--- src/rtl/qsort_pkg.sv ---
// Shared definitions for the sort-accelerator host driver: FSM encoding,
// accelerator register offsets and ap_ctrl bit positions.
package qsort_pkg;

   typedef enum logic [2:0] {
      S_IDLE     = 3'd0,
      S_WR_START = 3'd1,
      S_PUSH     = 3'd2,
      S_PULL     = 3'd3,
      S_POLL_AR  = 3'd4,
      S_POLL_R   = 3'd5,
      S_DONE     = 3'd6
   } state_t;

   localparam int ADDR_AP_CTRL  = 'h00;
   localparam int ADDR_AP_START = 'h08;

   localparam int AP_START = 0;
   localparam int AP_DONE  = 1;
   localparam int AP_IDLE  = 2;

endpackage

--- src/rtl/axis_reg_slice.sv ---
// One-entry registered stream stage; payload is held while out_valid is
// high and out_ready is low, and a new beat is taken whenever the slot drains.
module axis_reg_slice #(
   parameter int pDATA_WIDTH = 32
) (
   input  logic                   clk,
   input  logic                   rst_n,
   input  logic                   in_valid,
   output logic                   in_ready,
   input  logic [pDATA_WIDTH-1:0] in_data,
   input  logic                   in_last,
   output logic                   out_valid,
   input  logic                   out_ready,
   output logic [pDATA_WIDTH-1:0] out_data,
   output logic                   out_last
);

   logic                   valid_q, valid_d;
   logic                   last_q, last_d;
   logic [pDATA_WIDTH-1:0] data_q, data_d;

   always_comb begin
      in_ready = !valid_q || out_ready;
      valid_d  = valid_q;
      data_d   = data_q;
      last_d   = last_q;
      if (in_ready) begin
         valid_d = in_valid;
         if (in_valid) begin
            data_d = in_data;
            last_d = in_last;
         end
      end
   end

   always_ff @(posedge clk) begin
      if (!rst_n) begin
         valid_q <= 1'b0;
         data_q  <= '0;
         last_q  <= 1'b0;
      end else begin
         valid_q <= valid_d;
         data_q  <= data_d;
         last_q  <= last_d;
      end
   end

   assign out_valid = valid_q;
   assign out_data  = data_q;
   assign out_last  = last_q;

endmodule

--- src/rtl/qsort_host.sv ---
// Host-side driver running one sort job: write ap_start, stream pN_IN words
// out, forward pN_OUT results, then poll ap_ctrl until ap_done or timeout.
//   state      | meaning
//   S_IDLE     | waiting for start
//   S_WR_START | AXI-Lite write of 1 to ap_start
//   S_PUSH     | streaming source words into the accelerator
//   S_PULL     | forwarding result words to the local sink
//   S_POLL_AR  | issuing ap_ctrl read address
//   S_POLL_R   | waiting for ap_ctrl read data
//   S_DONE     | one-cycle done pulse
module qsort_host
   import qsort_pkg::*;
#(
   parameter int pADDR_WIDTH = 12,
   parameter int pDATA_WIDTH = 32,
   parameter int pN_IN       = 10,
   parameter int pN_OUT      = 2,
   parameter int pPOLL_MAX   = 1024
) (
   input  logic                   axis_clk,
   input  logic                   axis_rst_n,
   input  logic                   start,
   output logic                   busy,
   output logic                   done,
   output logic                   err,
   input  logic                   src_valid,
   output logic                   src_ready,
   input  logic [pDATA_WIDTH-1:0] src_data,
   output logic                   res_valid,
   input  logic                   res_ready,
   output logic [pDATA_WIDTH-1:0] res_data,
   output logic                   awvalid,
   output logic [pADDR_WIDTH-1:0] awaddr,
   input  logic                   awready,
   output logic                   wvalid,
   output logic [pDATA_WIDTH-1:0] wdata,
   input  logic                   wready,
   output logic                   arvalid,
   output logic [pADDR_WIDTH-1:0] araddr,
   input  logic                   arready,
   input  logic                   rvalid,
   input  logic [pDATA_WIDTH-1:0] rdata,
   output logic                   rready,
   output logic                   ss_tvalid,
   output logic                   ss_tlast,
   output logic [pDATA_WIDTH-1:0] ss_tdata,
   input  logic                   ss_tready,
   input  logic                   sm_tvalid,
   input  logic                   sm_tlast,
   input  logic [pDATA_WIDTH-1:0] sm_tdata,
   output logic                   sm_tready
);

   localparam int WCW = $clog2(pN_IN) + 1;
   localparam int PCW = $clog2(pPOLL_MAX) + 1;

   state_t                 state_q, state_d;
   logic                   awvalid_q, awvalid_d;
   logic                   wvalid_q, wvalid_d;
   logic                   arvalid_q, arvalid_d;
   logic                   rready_q, rready_d;
   logic                   done_q, done_d;
   logic                   err_q, err_d;
   logic [pADDR_WIDTH-1:0] awaddr_q, awaddr_d;
   logic [pADDR_WIDTH-1:0] araddr_q, araddr_d;
   logic [pDATA_WIDTH-1:0] wdata_q, wdata_d;
   logic [WCW-1:0]         word_cnt_q, word_cnt_d;
   logic [7:0]             out_cnt_q, out_cnt_d;
   logic [PCW-1:0]         poll_cnt_q, poll_cnt_d;
   logic [PCW-1:0]         poll_nxt;
   logic [7:0]             out_nxt;

   logic push_en, slice_in_ready, slice_in_valid, src_hs, ss_last_hs, sm_hs;
   logic unused_inputs;

   // word_cnt_q holds the words still to be taken from the source
   assign push_en        = (state_q == S_PUSH) && (word_cnt_q != '0);
   assign src_ready      = push_en && slice_in_ready;
   assign slice_in_valid = push_en && src_valid;
   assign src_hs         = src_valid && src_ready;
   assign ss_last_hs     = ss_tvalid && ss_tready && ss_tlast;

   axis_reg_slice #(.pDATA_WIDTH(pDATA_WIDTH)) u_slice (
      .clk       (axis_clk),
      .rst_n     (axis_rst_n),
      .in_valid  (slice_in_valid),
      .in_ready  (slice_in_ready),
      .in_data   (src_data),
      .in_last   (word_cnt_q == WCW'(1)),
      .out_valid (ss_tvalid),
      .out_ready (ss_tready),
      .out_data  (ss_tdata),
      .out_last  (ss_tlast)
   );

   assign res_valid = (state_q == S_PULL) && sm_tvalid;
   assign res_data  = sm_tdata;
   assign sm_tready = (state_q == S_PULL) && res_ready;
   assign sm_hs     = sm_tvalid && sm_tready;

   assign unused_inputs = ^{sm_tlast, rdata};

   always_comb begin
      state_d    = state_q;
      awvalid_d  = awvalid_q;
      wvalid_d   = wvalid_q;
      arvalid_d  = arvalid_q;
      rready_d   = rready_q;
      done_d     = 1'b0;
      err_d      = err_q;
      awaddr_d   = awaddr_q;
      araddr_d   = araddr_q;
      wdata_d    = wdata_q;
      word_cnt_d = word_cnt_q;
      out_cnt_d  = out_cnt_q;
      poll_cnt_d = poll_cnt_q;
      poll_nxt   = poll_cnt_q + 1'b1;
      out_nxt    = out_cnt_q + 8'd1;

      unique case (state_q)
         S_IDLE: begin
            if (start) begin
               state_d    = S_WR_START;
               awvalid_d  = 1'b1;
               wvalid_d   = 1'b1;
               awaddr_d   = pADDR_WIDTH'(ADDR_AP_START);
               wdata_d    = pDATA_WIDTH'(1 << AP_START);
               err_d      = 1'b0;
               word_cnt_d = WCW'(pN_IN);
               out_cnt_d  = '0;
               poll_cnt_d = '0;
            end
         end
         S_WR_START: begin
            if (awready) awvalid_d = 1'b0;
            if (wready)  wvalid_d  = 1'b0;
            if ((!awvalid_q || awready) && (!wvalid_q || wready)) state_d = S_PUSH;
         end
         S_PUSH: begin
            if (src_hs)     word_cnt_d = word_cnt_q - 1'b1;
            if (ss_last_hs) state_d    = S_PULL;
         end
         S_PULL: begin
            if (sm_hs) begin
               out_cnt_d = out_nxt;
               if (out_nxt == 8'(pN_OUT)) begin
                  state_d   = S_POLL_AR;
                  arvalid_d = 1'b1;
                  araddr_d  = pADDR_WIDTH'(ADDR_AP_CTRL);
               end
            end
         end
         S_POLL_AR: begin
            if (arready) begin
               arvalid_d = 1'b0;
               rready_d  = 1'b1;
               state_d   = S_POLL_R;
            end
         end
         S_POLL_R: begin
            if (rvalid) begin
               rready_d = 1'b0;
               if (rdata[AP_DONE]) begin
                  state_d = S_DONE;
                  done_d  = 1'b1;
               end else begin
                  poll_cnt_d = poll_nxt;
                  if (poll_nxt == PCW'(pPOLL_MAX)) begin
                     state_d = S_DONE;
                     done_d  = 1'b1;
                     err_d   = 1'b1;
                  end else begin
                     state_d   = S_POLL_AR;
                     arvalid_d = 1'b1;
                  end
               end
            end
         end
         S_DONE: begin
            state_d = S_IDLE;
         end
         default: state_d = S_IDLE;
      endcase
   end

   always_ff @(posedge axis_clk) begin
      if (!axis_rst_n) begin
         state_q    <= S_IDLE;
         awvalid_q  <= 1'b0;
         wvalid_q   <= 1'b0;
         arvalid_q  <= 1'b0;
         rready_q   <= 1'b0;
         done_q     <= 1'b0;
         err_q      <= 1'b0;
         awaddr_q   <= '0;
         araddr_q   <= '0;
         wdata_q    <= '0;
         word_cnt_q <= '0;
         out_cnt_q  <= '0;
         poll_cnt_q <= '0;
      end else begin
         state_q    <= state_d;
         awvalid_q  <= awvalid_d;
         wvalid_q   <= wvalid_d;
         arvalid_q  <= arvalid_d;
         rready_q   <= rready_d;
         done_q     <= done_d;
         err_q      <= err_d;
         awaddr_q   <= awaddr_d;
         araddr_q   <= araddr_d;
         wdata_q    <= wdata_d;
         word_cnt_q <= word_cnt_d;
         out_cnt_q  <= out_cnt_d;
         poll_cnt_q <= poll_cnt_d;
      end
   end

   assign busy    = (state_q != S_IDLE);
   assign done    = done_q;
   assign err     = err_q;
   assign awvalid = awvalid_q;
   assign awaddr  = awaddr_q;
   assign wvalid  = wvalid_q;
   assign wdata   = wdata_q;
   assign arvalid = arvalid_q;
   assign araddr  = araddr_q;
   assign rready  = rready_q;

endmodule

--- config.mk ---
export PLATFORM = sky130hd
export DESIGN_NAME = qsort_host
export DESIGN_NICKNAME = d
export VERILOG_FILES = /design/src/rtl/qsort_pkg.sv /design/src/rtl/axis_reg_slice.sv /design/src/rtl/qsort_host.sv
export SDC_FILE = /design/constraint.sdc
export NUM_CORES = 1
export LEC_CHECK = 0
export CAP_MARGIN = 5
export CORE_UTILIZATION = 38
export CTS_CLUSTER_SIZE = 40
export DETAILED_ROUTE_END_ITERATION = 12
export PLACE_DENSITY = 0.81
export SYNTH_ARGS = -nofsm -noshare
export SYNTH_HDL_FRONTEND = slang
export SYNTH_HIERARCHICAL = 1
export SYNTH_SLANG_ARGS = --single-unit
--- constraint.sdc ---
create_clock -name axis_clk -period 2.6 [get_ports axis_clk]
set_input_delay 0.52 -clock axis_clk [delete_from_list [all_inputs] [get_ports axis_clk]]
set_output_delay 0.52 -clock axis_clk [all_outputs]
set_load 0.02 [all_outputs]
# Word level (Yosys, flattened, before mapping)
# Cells that the tools add are included.
# op_classes
n_reduce_logical	37
n_mux	42
eq_ne	21
addsub	3
# op_table
operator	count
11-bit 2-to-1 mux	3
2-bit != test (second input constant)	12
11-bit one-hot mux with 2 select lines	1
3-bit 2-to-1 mux	7
3-bit one-hot mux with 6 select lines	1
3-bit AND reduction	6
1-bit 2-to-1 mux	17
8-bit 2-to-1 mux	2
8-bit one-hot mux with 2 select lines	1
7-bit AND reduction	2
11-bit by 1-bit adder with 11-bit output (second input constant)	1
11-bit == test (second input constant)	1
1-bit logical AND	10
5-bit 2-to-1 mux	2
5-bit one-hot mux with 2 select lines	1
2-bit nonzero test	5
8-bit by 1-bit adder with 8-bit output (second input constant)	1
8-bit by 2-bit == test with 1-bit output (second input constant)	1
1-bit one-hot mux with 2 select lines	4
3-bit by 2-bit == test with 1-bit output (second input constant)	2
3-bit == test (second input constant)	2
3-bit nonzero test	2
5-bit by 1-bit == test with 1-bit output (second input constant)	1
5-bit AND reduction	1
11 further kinds	17
# totals
inputBits	108
word_cells	117
regBits	68
out_inout_bits	132

# Depth between registers and ports, before layout
# Gate-level depths: netlist of the first run.
# depth
word_depth	6
mapped_depth	8
mapped_depth_nobuf	7

# Cells and area by module
# Netlist of the first run, hierarchy kept.
# by_module_without_submodules
mod	area_per_inst_um2	seq_area_each_um2	n_inst	cells_each
qsort_host	2682.6	680.7	1	352
axis_reg_slice	1395.1	680.7	1	148

# Worst setup path after synthesis of the first run
# OpenSTA, ideal clock, no wires.
# synth_timing
kind	in2reg
start	input start
end	register poll_cnt_q[10]
path_stages	6
setup_ns	0.065
t_arrival_ns	1.812
t_required_ns	2.535
path_buffers	0
slack_ns	0.723
path_cell_list	or3b_1 -> a21o_1 -> or4_1 -> nand2_1 -> a22oi_1 -> nor2_1
# synth_via
elab_chain_cells	2
# synth_lines
element	line_no	source
start: declaration	qsort_host.sv:22	input logic start,
2-bit != test (no source line)	--	
4-bit AND reduction (no source line)	--	
end signal: assignment	qsort_host.sv:214	poll_cnt_q <= poll_cnt_d;
end: declaration	qsort_host.sv:69	logic [PCW-1:0] poll_cnt_q, poll_cnt_d;
# Every way passes these cells.
# A chain may end at the register's enable or synchronous reset.

# Final worst setup path of the first run
# layout_timing
start	register state_q[2]
end	output sm_tready
# layout_via
elab_chain_cells	2
# layout_lines
element	line_no	source
start: declaration	qsort_host.sv:57	state_t state_q, state_d;
start signal: assignment	qsort_host.sv:202	state_q <= state_d;
3-bit by 2-bit == test with 1-bit output	qsort_host.sv:98	assign sm_tready = (state_q == S_PULL) && res_ready;
1-bit logical AND	qsort_host.sv:98	
end: declaration	qsort_host.sv:51	output logic sm_tready
# Every way passes these cells.

==> results.toml, run 1 <==
[sta]
final_hold_viol_count = 0
relSlewSlack = 0.544
finalSetupTns_ns = 0
fin_ws_ns = 0.160
layout_min_cycle_time_ns = 2.44
fin_crit_sh = 0.939
tightest_slew_ns = 0.684
max_freq_ghz = 0.410
final_max_slew_viol_count = 0
finalSetupViolCount = 0
fin_skew_ns = 0.00788
grt_setup_unrepaired = "no"

[critical_path]
crit_path_end = "sm_tready"
crit_arrival_ns = 1.92
reg2regPathDepth = 8
crit_start = "state_q[2]"
rrSetupSlack_ns = 0.32
end_kind = "primary output"
critical-path-slowest-cell = "clkdlybuf4s50_1"
critPathBufInv = 2
crit_path_cell_trace = "buf_4, and3b_1, and2_1, clkdlybuf4s50_1"
critical_path_depth = 4
crit_family = "buffers and inverters"
r2r-end = "u_slice/out_data[10]"
cp_data_required_time_ns = 2.08
crit_path_start_kind = "flip-flop"
worstSetupPathType = "reg -> out"
worstPathMaxFanout = 12
rr_startpoint = "word_cnt_q[0]"
max_stage_delay_ns = 0.60

[final_layout]
fin_nets = 668
final_common_cell = "nand2_1"
layout-drive-gt1-share = 0.0698
antenna_cells = 0
stdcell_count = 695
final_cell_mix = "nand2_1, clkdlybuf4s50_1, dfxtp_1"
syn2layout_area_growth_pct = 18.4

[die]
die_w_um = 106
die_area_um2 = 11100
coreArea_um2 = 10400
io_pins = 240
start_util = 0.393
die_h_um = 106
row_count = 37

[logic_synthesis]
yosysWarnings = 6
syn-instance-count = 500
synth-seq-cells = 68
avgSynthCellArea_um2 = 8.16
async_reset_ff_frac = 0
ys_types = 59
synth_area_um2 = 4080
synth_edf_count = 0
yosysSeqAreaShare = 0.334
synth_ff_type = "dfxtp_1"

[clock_tree]
clockRootBuffer = "clkbuf_8"
cts_buffers = 9
clock_path_buffers = 2
insertion_delay_ns = 0.35
htree_levels = 3
path_clk_slew_ns = 0.08
cts_hold_buf = 0
cts_tree = "built"
clock-sinks = 68

[global_routing]
antenna_found_initial = 0
grt_max_degree = 77
grt_pass1_vias = 2958
track_usage = 0.156
grt-ovfl-total = 0
grt_pass1_wl_mm = 13.8

[route]
drt_iter0_drc = 232
ant_nets = 0
viasPerCell = 4.77
drtPass1Iterations = 4
drc_errors = 0
routedWlPerCell_um = 12.8
num_vias = 3316
wl_mm = 8.86

[hold_path]
worstHoldPathType = "in -> reg"
worst_hold_startpoint = "axis_rst_n"

[place]
place_ws_ns = 0.0965
place.gp.congestion = 0.861
io_buffer_count = 89
post-dp-hpwl_mm = 6.47
dp_cells = 678

[power]
powerDensity_nw_per_um2 = 616
p_total_w = 0.00297
p_leak_nw = 1.83
vdd_drop_max_v = 0.000256

[run]
drv_cap = 0

[run_status]
status = "complete, no violations"
[cell type report]
cell class | count | area (um^2)
Multi-Input combinational cell | 362 | 2070
Clock buffer | 9 | 124
Clock inverter | 7 | 75.1
Tap cell | 136 | 170
Fill cell | 995 | 5540
Inverter | 13 | 48.8
Sequential cell | 68 | 1360
Timing Repair Buffer | 100 | 976
[through the flow]
| step | utilization | instance area (um^2) | hold slack [ns] |
|---|---|---|---|
| after floorplan | - | 4280 | 0.465 |
| final | 0.466 | 4830 | 0.430 |
| after global placement | 0.444 | 4610 | 0.442 |
| after CTS | 0.465 | 4820 | 0.419 |
| after global routing | 0.466 | 4830 | 0.435 |
| after detailed placement | 0.444 | 4610 | 0.449 |
[logic make-up after synthesis]
logic type,after synthesis,share of synthesized area
xor+xnor,7,0.0150
flops,68,0.334
simple gates,187,0.221
compound gates,72,0.111
fa+ha+maj,6,0.0184
other cells,1,0.000920
buf+inv,123,0.211
mux,36,0.0887
[worst min-delay path: stages]
cell	delay, ns
buf_2	0.11
clkinv_1	0.06
a311oi_1	0.04
[registers in the layout (all words and copies together) (netlist names), 3 cells and up]
| name | flops |
|---|---|
| out_cnt_q | 8 |
| poll_cnt_q | 11 |
| state_q | 3 |
| u_slice/out_data | 32 |
| word_cnt_q | 5 |
[metal layers]
layer  track usage  vias up  part of all wire  routed length [um]
li1              -     1657                 -                   -
met1         0.185     1482              0.44                3940
met2         0.250      154              0.44                3930
met3        0.0458       23             0.081                 722
met4        0.0863        0             0.031                 276
met5             0        -                 0                   0
[cells in the mapped netlist, types with 2 or more instances]
cell      count  area, um^2
xnor2_1       5        43.8
nor2_1       29         109
a21oi_1      29         145
a21o_1        2        15.0
buf_4        88         661
or4_1         2        15.0
nor3_1        9        45.0
and3_1        5        31.3
nor3b_1       6        45.0
mux2i_1      35         350
ha_1          6        75.1
buf_12        3        60.1
nor4_1        2        12.5
or3_1         6        37.5
a211oi_1      3        22.5
clkbuf_1      9        33.8
buf_2         9        45.0
inv_1        12        45.0
a311oi_1      2        17.5
nand2_1      88         330
and4_1        3        26.3
nand3_1      14        70.1
a31oi_1       3        18.8
o21ai_0      15        75.1
dfxtp_1      68        1360
o22ai_1       2        12.5
and2_1        9        56.3
xor2_1        2        17.5
nand3b_1      2        15.0
nand4_1       2        12.5
a22oi_1       2        15.0
[how the worst min path moves through the flow]
stage,end,slack [ns],cells after the start
2_1_floorplan,out_cnt_q[6],0.47,1
3_3_place_gp,u_slice/out_data[17],0.44,2
3_5_place_dp,u_slice/out_data[27],0.45,2
4_1_cts,word_cnt_q[1],0.42,3
5_1_grt,word_cnt_q[1],0.43,3
6_report,word_cnt_q[1],0.43,3
[report_power, final]
group,switching (W),internal [W]
sequential,0.0000598,0.00111
combinational,0.000532,0.000385
clock,0.000436,0.000445
total,0.00103,0.00194
[what timing repair did]
item                       CTS  global route
setup buffers                0             1
cloned                       0             0
setup endpoints to repair    1             2
pin swaps                    0             1
gates resized for setup      2             3
No activity file was read; power rests on OpenSTA's default activity.
==> run 2: changes to the inputs <==
--- a/config.mk
+++ b/config.mk
@@ -10,6 +10,7 @@
 export CTS_CLUSTER_SIZE = 40
 export DETAILED_ROUTE_END_ITERATION = 12
 export PLACE_DENSITY = 0.81
+export RECOVER_POWER = 25
 export SYNTH_ARGS = -nofsm -noshare
 export SYNTH_HDL_FRONTEND = slang
 export SYNTH_HIERARCHICAL = 1
==> results of run 2 <==
No change in the layout: final DEF, timing and power equal those of run 1.
==> run 3: changes to the inputs <==
--- a/config.mk
+++ b/config.mk
@@ -5,7 +5,6 @@
 export SDC_FILE = /design/constraint.sdc
 export NUM_CORES = 1
 export LEC_CHECK = 0
-export CAP_MARGIN = 5
 export CORE_UTILIZATION = 38
 export CTS_CLUSTER_SIZE = 40
 export DETAILED_ROUTE_END_ITERATION = 12
==> results of run 3 <==
No change in the layout: final DEF, timing and power equal those of run 1.
